--- src/rtl/apb_timer8.sv ---
// apb_timer8: 8-bit APB timer with prescaler, up/down counting and OVF/UDF flags.
// Define TIMER_APB_WAIT_STATE_EN to insert one wait state in every APB access phase.
module apb_timer8 #(
    parameter logic [7:0] TDR_RST = 8'h00
) (
    input  logic       pclk,
    input  logic       presetn,
    input  logic       psel,
    input  logic       penable,
    input  logic       pwrite,
    input  logic [7:0] paddr,
    input  logic [7:0] pwdata,
    output logic [7:0] prdata,
    output logic       pready,
    output logic       pslverr
);

    typedef enum logic [1:0] {
        IDLE,
        SETUP,
        ACCESS
    } apb_state_t;

    apb_state_t state;

    logic [7:0] tdr;
    logic [7:0] tcnt;
    logic       load;
    logic       down;
    logic       en;
    logic [1:0] csel;
    logic       ovf;
    logic       udf;
    logic [3:0] psc;
    logic [3:0] psc_lim;
    logic       tick;
    logic       bad_access;
    logic       wr_ok;
    logic       tdr_wr;
    logic       tcr_wr;
    logic       tsr_wr;
    logic       ovf_set;
    logic       udf_set;

    // State records the bus phase sampled on the previous edge, so the first
    // access cycle is the one seen while in SETUP. A stray access without a
    // preceding setup (e.g. after reset mid-transfer) keeps the FSM in IDLE.
    always_ff @(posedge pclk or negedge presetn) begin
        if (!presetn) begin
            state <= IDLE;
        end else if (psel && !penable) begin
            state <= SETUP;
        end else if (psel && penable && !pready && (state != IDLE)) begin
            state <= ACCESS;
        end else begin
            state <= IDLE;
        end
    end

`ifdef TIMER_APB_WAIT_STATE_EN
    assign pready = psel && penable && (state == ACCESS);
`else
    assign pready = psel && penable && (state == SETUP);
`endif

    assign bad_access = (paddr > 8'h03) || (pwrite && (paddr == 8'h03));
    assign pslverr    = pready && bad_access;
    assign wr_ok      = pready && pwrite && !bad_access;
    assign tdr_wr     = wr_ok && (paddr == 8'h00);
    assign tcr_wr     = wr_ok && (paddr == 8'h01);
    assign tsr_wr     = wr_ok && (paddr == 8'h02);

    always_comb begin
        prdata = 8'h00;
        if (pready && !bad_access) begin
            case (paddr[1:0])
                2'd0:    prdata = tdr;
                2'd1:    prdata = {load, 1'b0, down, en, 2'b00, csel};
                2'd2:    prdata = {6'b000000, udf, ovf};
                default: prdata = tcnt;
            endcase
        end
    end

    always_ff @(posedge pclk or negedge presetn) begin
        if (!presetn) begin
            tdr  <= TDR_RST;
            load <= 1'b0;
            down <= 1'b0;
            en   <= 1'b0;
            csel <= 2'b00;
        end else begin
            if (tdr_wr) begin
                tdr <= pwdata;
            end
            if (tcr_wr) begin
                load <= pwdata[7];
                down <= pwdata[5];
                en   <= pwdata[4];
                csel <= pwdata[1:0];
            end
        end
    end

    always_comb begin
        case (csel)
            2'b00:   psc_lim = 4'd1;
            2'b01:   psc_lim = 4'd3;
            2'b10:   psc_lim = 4'd7;
            default: psc_lim = 4'd15;
        endcase
    end

    assign tick = en && (psc == psc_lim);

    // Changing the divisor restarts the prescaler so the first period is full length.
    always_ff @(posedge pclk or negedge presetn) begin
        if (!presetn) begin
            psc <= 4'd0;
        end else if (!en || tick || (tcr_wr && (pwdata[1:0] != csel))) begin
            psc <= 4'd0;
        end else begin
            psc <= psc + 4'd1;
        end
    end

    assign ovf_set = tick && !load && !down && (tcnt == 8'hFF);
    assign udf_set = tick && !load && down && (tcnt == 8'h00);

    always_ff @(posedge pclk or negedge presetn) begin
        if (!presetn) begin
            tcnt <= 8'h00;
        end else if (load) begin
            tcnt <= tdr;
        end else if (tick) begin
            tcnt <= down ? (tcnt - 8'd1) : (tcnt + 8'd1);
        end
    end

    // A flag set wins over a simultaneous write-one-to-clear.
    always_ff @(posedge pclk or negedge presetn) begin
        if (!presetn) begin
            ovf <= 1'b0;
            udf <= 1'b0;
        end else begin
            ovf <= ovf_set || (ovf && !(tsr_wr && pwdata[0]));
            udf <= udf_set || (udf && !(tsr_wr && pwdata[1]));
        end
    end

endmodule

--- config.mk ---
export PLATFORM = sky130hd
export DESIGN_NAME = apb_timer8
export DESIGN_NICKNAME = d
export VERILOG_FILES = /design/src/rtl/apb_timer8.sv
export SDC_FILE = /design/constraint.sdc
export NUM_CORES = 1
export LEC_CHECK = 0
export CAP_MARGIN = 0
export CORE_UTILIZATION = 53
export CTS_CLUSTER_SIZE = 16
export DETAILED_ROUTE_END_ITERATION = 10
export PLACE_DENSITY = 0.88
export SETUP_SLACK_MARGIN = 0.3
export SLEW_MARGIN = 20
export SYNTH_ARGS = -nofsm -noshare
export SYNTH_HDL_FRONTEND = slang
export SYNTH_SLANG_ARGS = --single-unit
--- constraint.sdc ---
create_clock -name pclk -period 2.25 [get_ports pclk]
set_clock_uncertainty 0.05 [all_clocks]
set_input_delay 0.45 -clock pclk [delete_from_list [all_inputs] [get_ports pclk]]
set_output_delay 0.45 -clock pclk [all_outputs]
set_load 0.02 [all_outputs]
# After elaboration in Yosys (flattened, before gate mapping)
# Cells that the tools add are included.
[word_totals] register_bits=29 inputBits=21 output_inout_bits=10 elab_cells=77
[op_classes] addsub=3 order_cmp=1 n_eq_ne=11 muxes=9 reduce_logical=43
[ops] op="8-bit two-way mux" count=4
[ops] op="1-bit logical AND" count=24
[ops] op="8-bit case mux with 3 select lines" count=1
[ops] op="8-bit by 2-bit == test with 1-bit output (second input constant)" count=2
[ops] op="8-bit logical NOT" count=2
[ops] op="4-bit case mux with 3 select lines" count=1
[ops] op="8-bit by 1-bit adder with 8-bit output (second input constant)" count=1
[ops] op="8-bit by 1-bit == test with 1-bit output (second input constant)" count=1
[ops] op="8-bit == test (second input constant)" count=1
[ops] op="8-bit by 2-bit greater-than comparator with 1-bit output (second input constant)" count=1
[ops] op="1-bit logical NOT" count=8
[ops] op="8-bit by 1-bit subtractor with 8-bit output (second input constant)" count=1
[ops] op="2-bit by 1-bit == test with 1-bit output (second input constant)" count=3
[ops] op="1-bit logical OR" count=5
[ops] op="4-bit by 1-bit adder with 4-bit output (second input constant)" count=1
[ops] op="2-bit == test (second input constant)" count=2
[ops] op="4-bit == test" count=1
[ops] op="2-bit logical NOT" count=2
[ops] op="2-bit two-way mux" count=2
[ops] op="4-bit two-way mux" count=1
[ops] op="2-bit nonzero test" count=2
[ops] op="2-bit != test" count=1

# Depth between registers and ports, before layout
[depth] word_depth=10 depth_mapped=8 depth_no_buf=7

# Worst setup path before layout
# No wires, ideal clock.
[synth_timing] path_type="input to output" from="in paddr[1]" to="out prdata[0]" arrival_ps=1602 required_ps=1750 slack_ps=148 cell_stages=3 path_buffers=1 path_cell_list="clkbuf_1 mux4_1 and3_1"
[synth_via] elab_chain_cells=6 word_cells_on_any_way=11 classes_between="order compare (1); eq/ne (3); mux (2); reduce/logical (5)"
[synth_lines] element="start: declaration" line="11" text="input logic [7:0] paddr,"
[synth_lines] element="parallel branches: the longest is 5 deep, another holds 8-bit by 2-bit greater-than comparator with 1-bit output"
[synth_lines] element="8-bit two-way mux (*)" line="75" text="if (pready && !bad_access) begin"
[synth_lines] element="end: declaration" line="13" text="output logic [7:0] prdata,"
# Every way passes the cells marked *.

# Worst setup path after layout
[layout_timing] from="in paddr[7]" to="out prdata[0]"
[layout_via] elab_chain_cells=6 word_cells_on_any_way=7 classes_between="order compare (1); eq/ne (1); mux (1); reduce/logical (4)"
[layout_lines] element="parallel branches: the longest is 2 deep, another holds 8-bit by 2-bit greater-than comparator with 1-bit output"
[layout_lines] element="1-bit logical OR (*)" line="66" text="assign bad_access = (paddr > 8'h03) || (pwrite && (paddr == 8'h03));"
[layout_lines] element="1-bit logical NOT (*)" line="75"
[layout_lines] element="1-bit logical AND (*)" line="75"
[layout_lines] element="8-bit two-way mux (*)" line="75"
# Marks and branches as above.

==> summary.md <==
| Metric | Value |
|---|---|
| Final #Nets | 285 |
| Share of cells above drive strength 1 | 46.3% |
| Inserted Clock Buffers | 5 |
| Internal cell power | 715 uW |
| Clock power frac | 32.1% |
| Clock buffer depth | 2 |
| Initial antenna violation count | 0 |
| Static Leakage | 0.00127 uW |
| Initial Util | 55.6% |
| CORE AREA | 3340 sq um |
| Drt first pass iters | 4 |
| Pin count of the biggest net entering global routing | 30 |
| Finished Core Util | 87.1% |
| CTS tree | built |
| Clock Pin Slew Worst Setup and Hold Paths | 0.10 ns |
| Seq cells post-synth | 29 |
| Crit Path Category | input port to primary output |
| Hold Vio Cnt, Final | 0 |
| Synth unique cells | 47 |
| Mapped Cells | 184 |
| Drt initial violations | 157 |
| Setup-failing EPs final | 1 |
| Asr flop ratio synth | 100% |
| RR Startpoint | down$_DFFE_PN0P_ |
| Routed wire per std cell | 22.2 microns |
| Total grt overflow | 0 |
| CP max FO | 3 |
| Post-synth top area cell | dfrtp_1 |
| CTS Hold Buffers Added | 0 |
| Status | finished with violations |
| Sequential share of the synthesized area | 39.1% |
| Area growth syn-to-layout | 56.7% |
| Io pins | 31 |
| Via density | 6.29 |
| IO buf count | 30 |
| Depth of the CTS H-tree | 2 |
| Antenna violation net count after detailed routing | 0 |
| Crit start category | input port |
| Top FF cell, synth | dfrtp_1 |
| Flop pwr share | 53.3% |
| Hpwl dp | 4110 microns |
| Gp weighted congestion | 0.915 |
| Synth warn | 0 |
| Failing checks | setup timing |
| Root buffer cell | clkbuf_4 |
| P_sw | 274 uW |
| Worst rel slew slack | 67.5% |
| R2R Path End | tcnt[7]$_DFFE_PN0P_ |
| Reg2reg setup slack | 0.17 ns |
| Worst Path Required | 1.75 ns |
| Tmin final | 2.25 ns |
| Reg2Reg Depth | 7 |
| Row count | 21 |
| Final wirelength | 6740 microns |
| Fin crit share | 100% |
| Setup TNS | -0.00493 ns |
| PnR worst setup slack | -0.00493 ns |
| EDFF count, synth | 0 |
| Setup crit end kind | primary output |
| Pwr/cell area | 340 nW/um^2 |
| Pre-CTS setup slack | -0.761 ns |
| Worst Tran Pin Value | 0.482 ns |
| Die W | 61.2 microns |
| GRT Util Overall | 38.9% |
| RSZ-0062 raised after global routing | true |
| Sw frac | 27.7% |
| Synthesized area | 1860 sq um |
| Die ar. | 3740 sq um |
| Worst Hold Class | input port to async pin |
| CTS Sinks | 29 |
| VDD IR max | 0.379 mV |
| Most frequent cells in the layout | 30 x buf_4, 27 x dfrtp_1, 21 x buf_6 |
| Global-route wire length before repair | 9780 microns |
| # diodes | 0 |
| Most area-consuming cells after synthesis | dfrtp_1 39%, mux2_1 6.7%, ha_1 4.7% |
| Chip height | 61.2 microns |
| Worst-Skew Late Latency | 0.35 ns |
| Gate power share | 14.6% |
| Slew Limit Fails | 0 |
| CP Data Arrival Time | 1.75 ns |
| DRC viols | 0 |
| Vias | 1907 |
| Yosys top cell area share | 39.1% |
| Commonest non-fill, non-tap cell in the layout | buf_4 |
| Number of global-route vias before repair | 1944 |
| Max-cap violations | 0 |
| Syn Nets | 213 |
| Fmax | 443 MHz |
| Synthesized area per cell | 10.1 sq um |
==> flip-flops by register name (all words and copies together), names as in the netlist, 2 cells and up <==
signal and cells:
csel 2, tcnt 8, tdr 8, state 2, psc 4
==> stage by stage <==
stage          total power (uW)  instance area, sq um  hold slack [ns]  std cells
2_1_floorplan               575                  1990            0.104        184
3_5_place_dp                655                  2530            0.434        280
5_1_grt                    1020                  2910            0.458        303
3_3_place_gp                647                  2530            0.427        280
4_1_cts                     968                  2800            0.438        299
6_report                    989                  2910            0.429        303
==> power groups by stage <==
| stage | registers (uW) | clock network (uW) | logic (uW) |
|---|---|---|---|
| 2_1_floorplan | 537 | 0 | 38.1 |
| 3_3_place_gp | 537 | 0 | 110 |
| 3_5_place_dp | 537 | 0 | 118 |
| 4_1_cts | 527 | 311 | 129 |
| 5_1_grt | 528 | 338 | 152 |
| 6_report | 527 | 317 | 144 |
==> logic make-up (layout without fill, tap and decap cells) <==
logic type | after synthesis | after routing | synth area share, %
compound gates | 40 | 40 | 14.9
fa+ha+maj | 8 | 8 | 5.80
flops | 29 | 29 | 39.1
mux | 18 | 18 | 12.1
simple gates | 66 | 66 | 20.5
xor+xnor | 10 | 10 | 4.72
buf+inv | 13 | 86 | 2.83
==> timing repair <==
action / in CTS / in global routing
setup endpoints to repair: 30 / 31
pin swaps: 22 / 16
buffers inserted: 11 / 4
gates resized for setup: 116 / 30
==> Yosys cell counts, drive strengths merged (4+ instances only) <==
library cell and number:
a21oi 9, clkbuf 4, dfrtp 29, ha 7
inv 5, mux2 13, nand2 16, nand3 9
nor2 16, nor4 5, o21ai 10, xnor2 5
xor2 5
==> worst max-delay path by stage <==
stage	startpoint	endpoint	slack, ns	cells after the start
detailed placement	paddr[7]	prdata[6]	-0.76	7
floorplan	paddr[7]	prdata[2]	0.28	5
CTS	paddr[4]	prdata[0]	0.12	7
finish	paddr[7]	prdata[0]	-0.005	7
global placement	paddr[7]	prdata[2]	-0.65	7
global route	paddr[7]	prdata[0]	-0.02	7
==> area by class of cell <==
class | instances | area [sq um]
clock buffers | 6 | 41.3
clock inverters | 2 | 10.0
fillers | 162 | 429
inverters | 6 | 25.0
multi-input cells | 142 | 1370
flip-flops and latches | 29 | 728
well taps | 46 | 57.6
repair buffers | 72 | 674
==> worst max-delay path: stages <==
cell     delay (ns)
buf_8          0.10
nor4_4         0.38
nand2_2        0.12
a31oi_4        0.28
buf_6          0.15
and3_4         0.17
buf_6          0.11
==> routing by layer <==
layer / vias up / part of all wire [%] / global-route usage (%) / wire length [microns]
met5: - / 0 / 0 / 0
met4: 0 / 6.3 / 27.3 / 425
met3: 38 / 6.2 / 10.7 / 418
met2: 97 / 54 / 69.4 / 3640
met1: 947 / 33 / 39.1 / 2250
li1: 825 / - / - / -
Note: power is estimated with default switching activity, not from simulation.
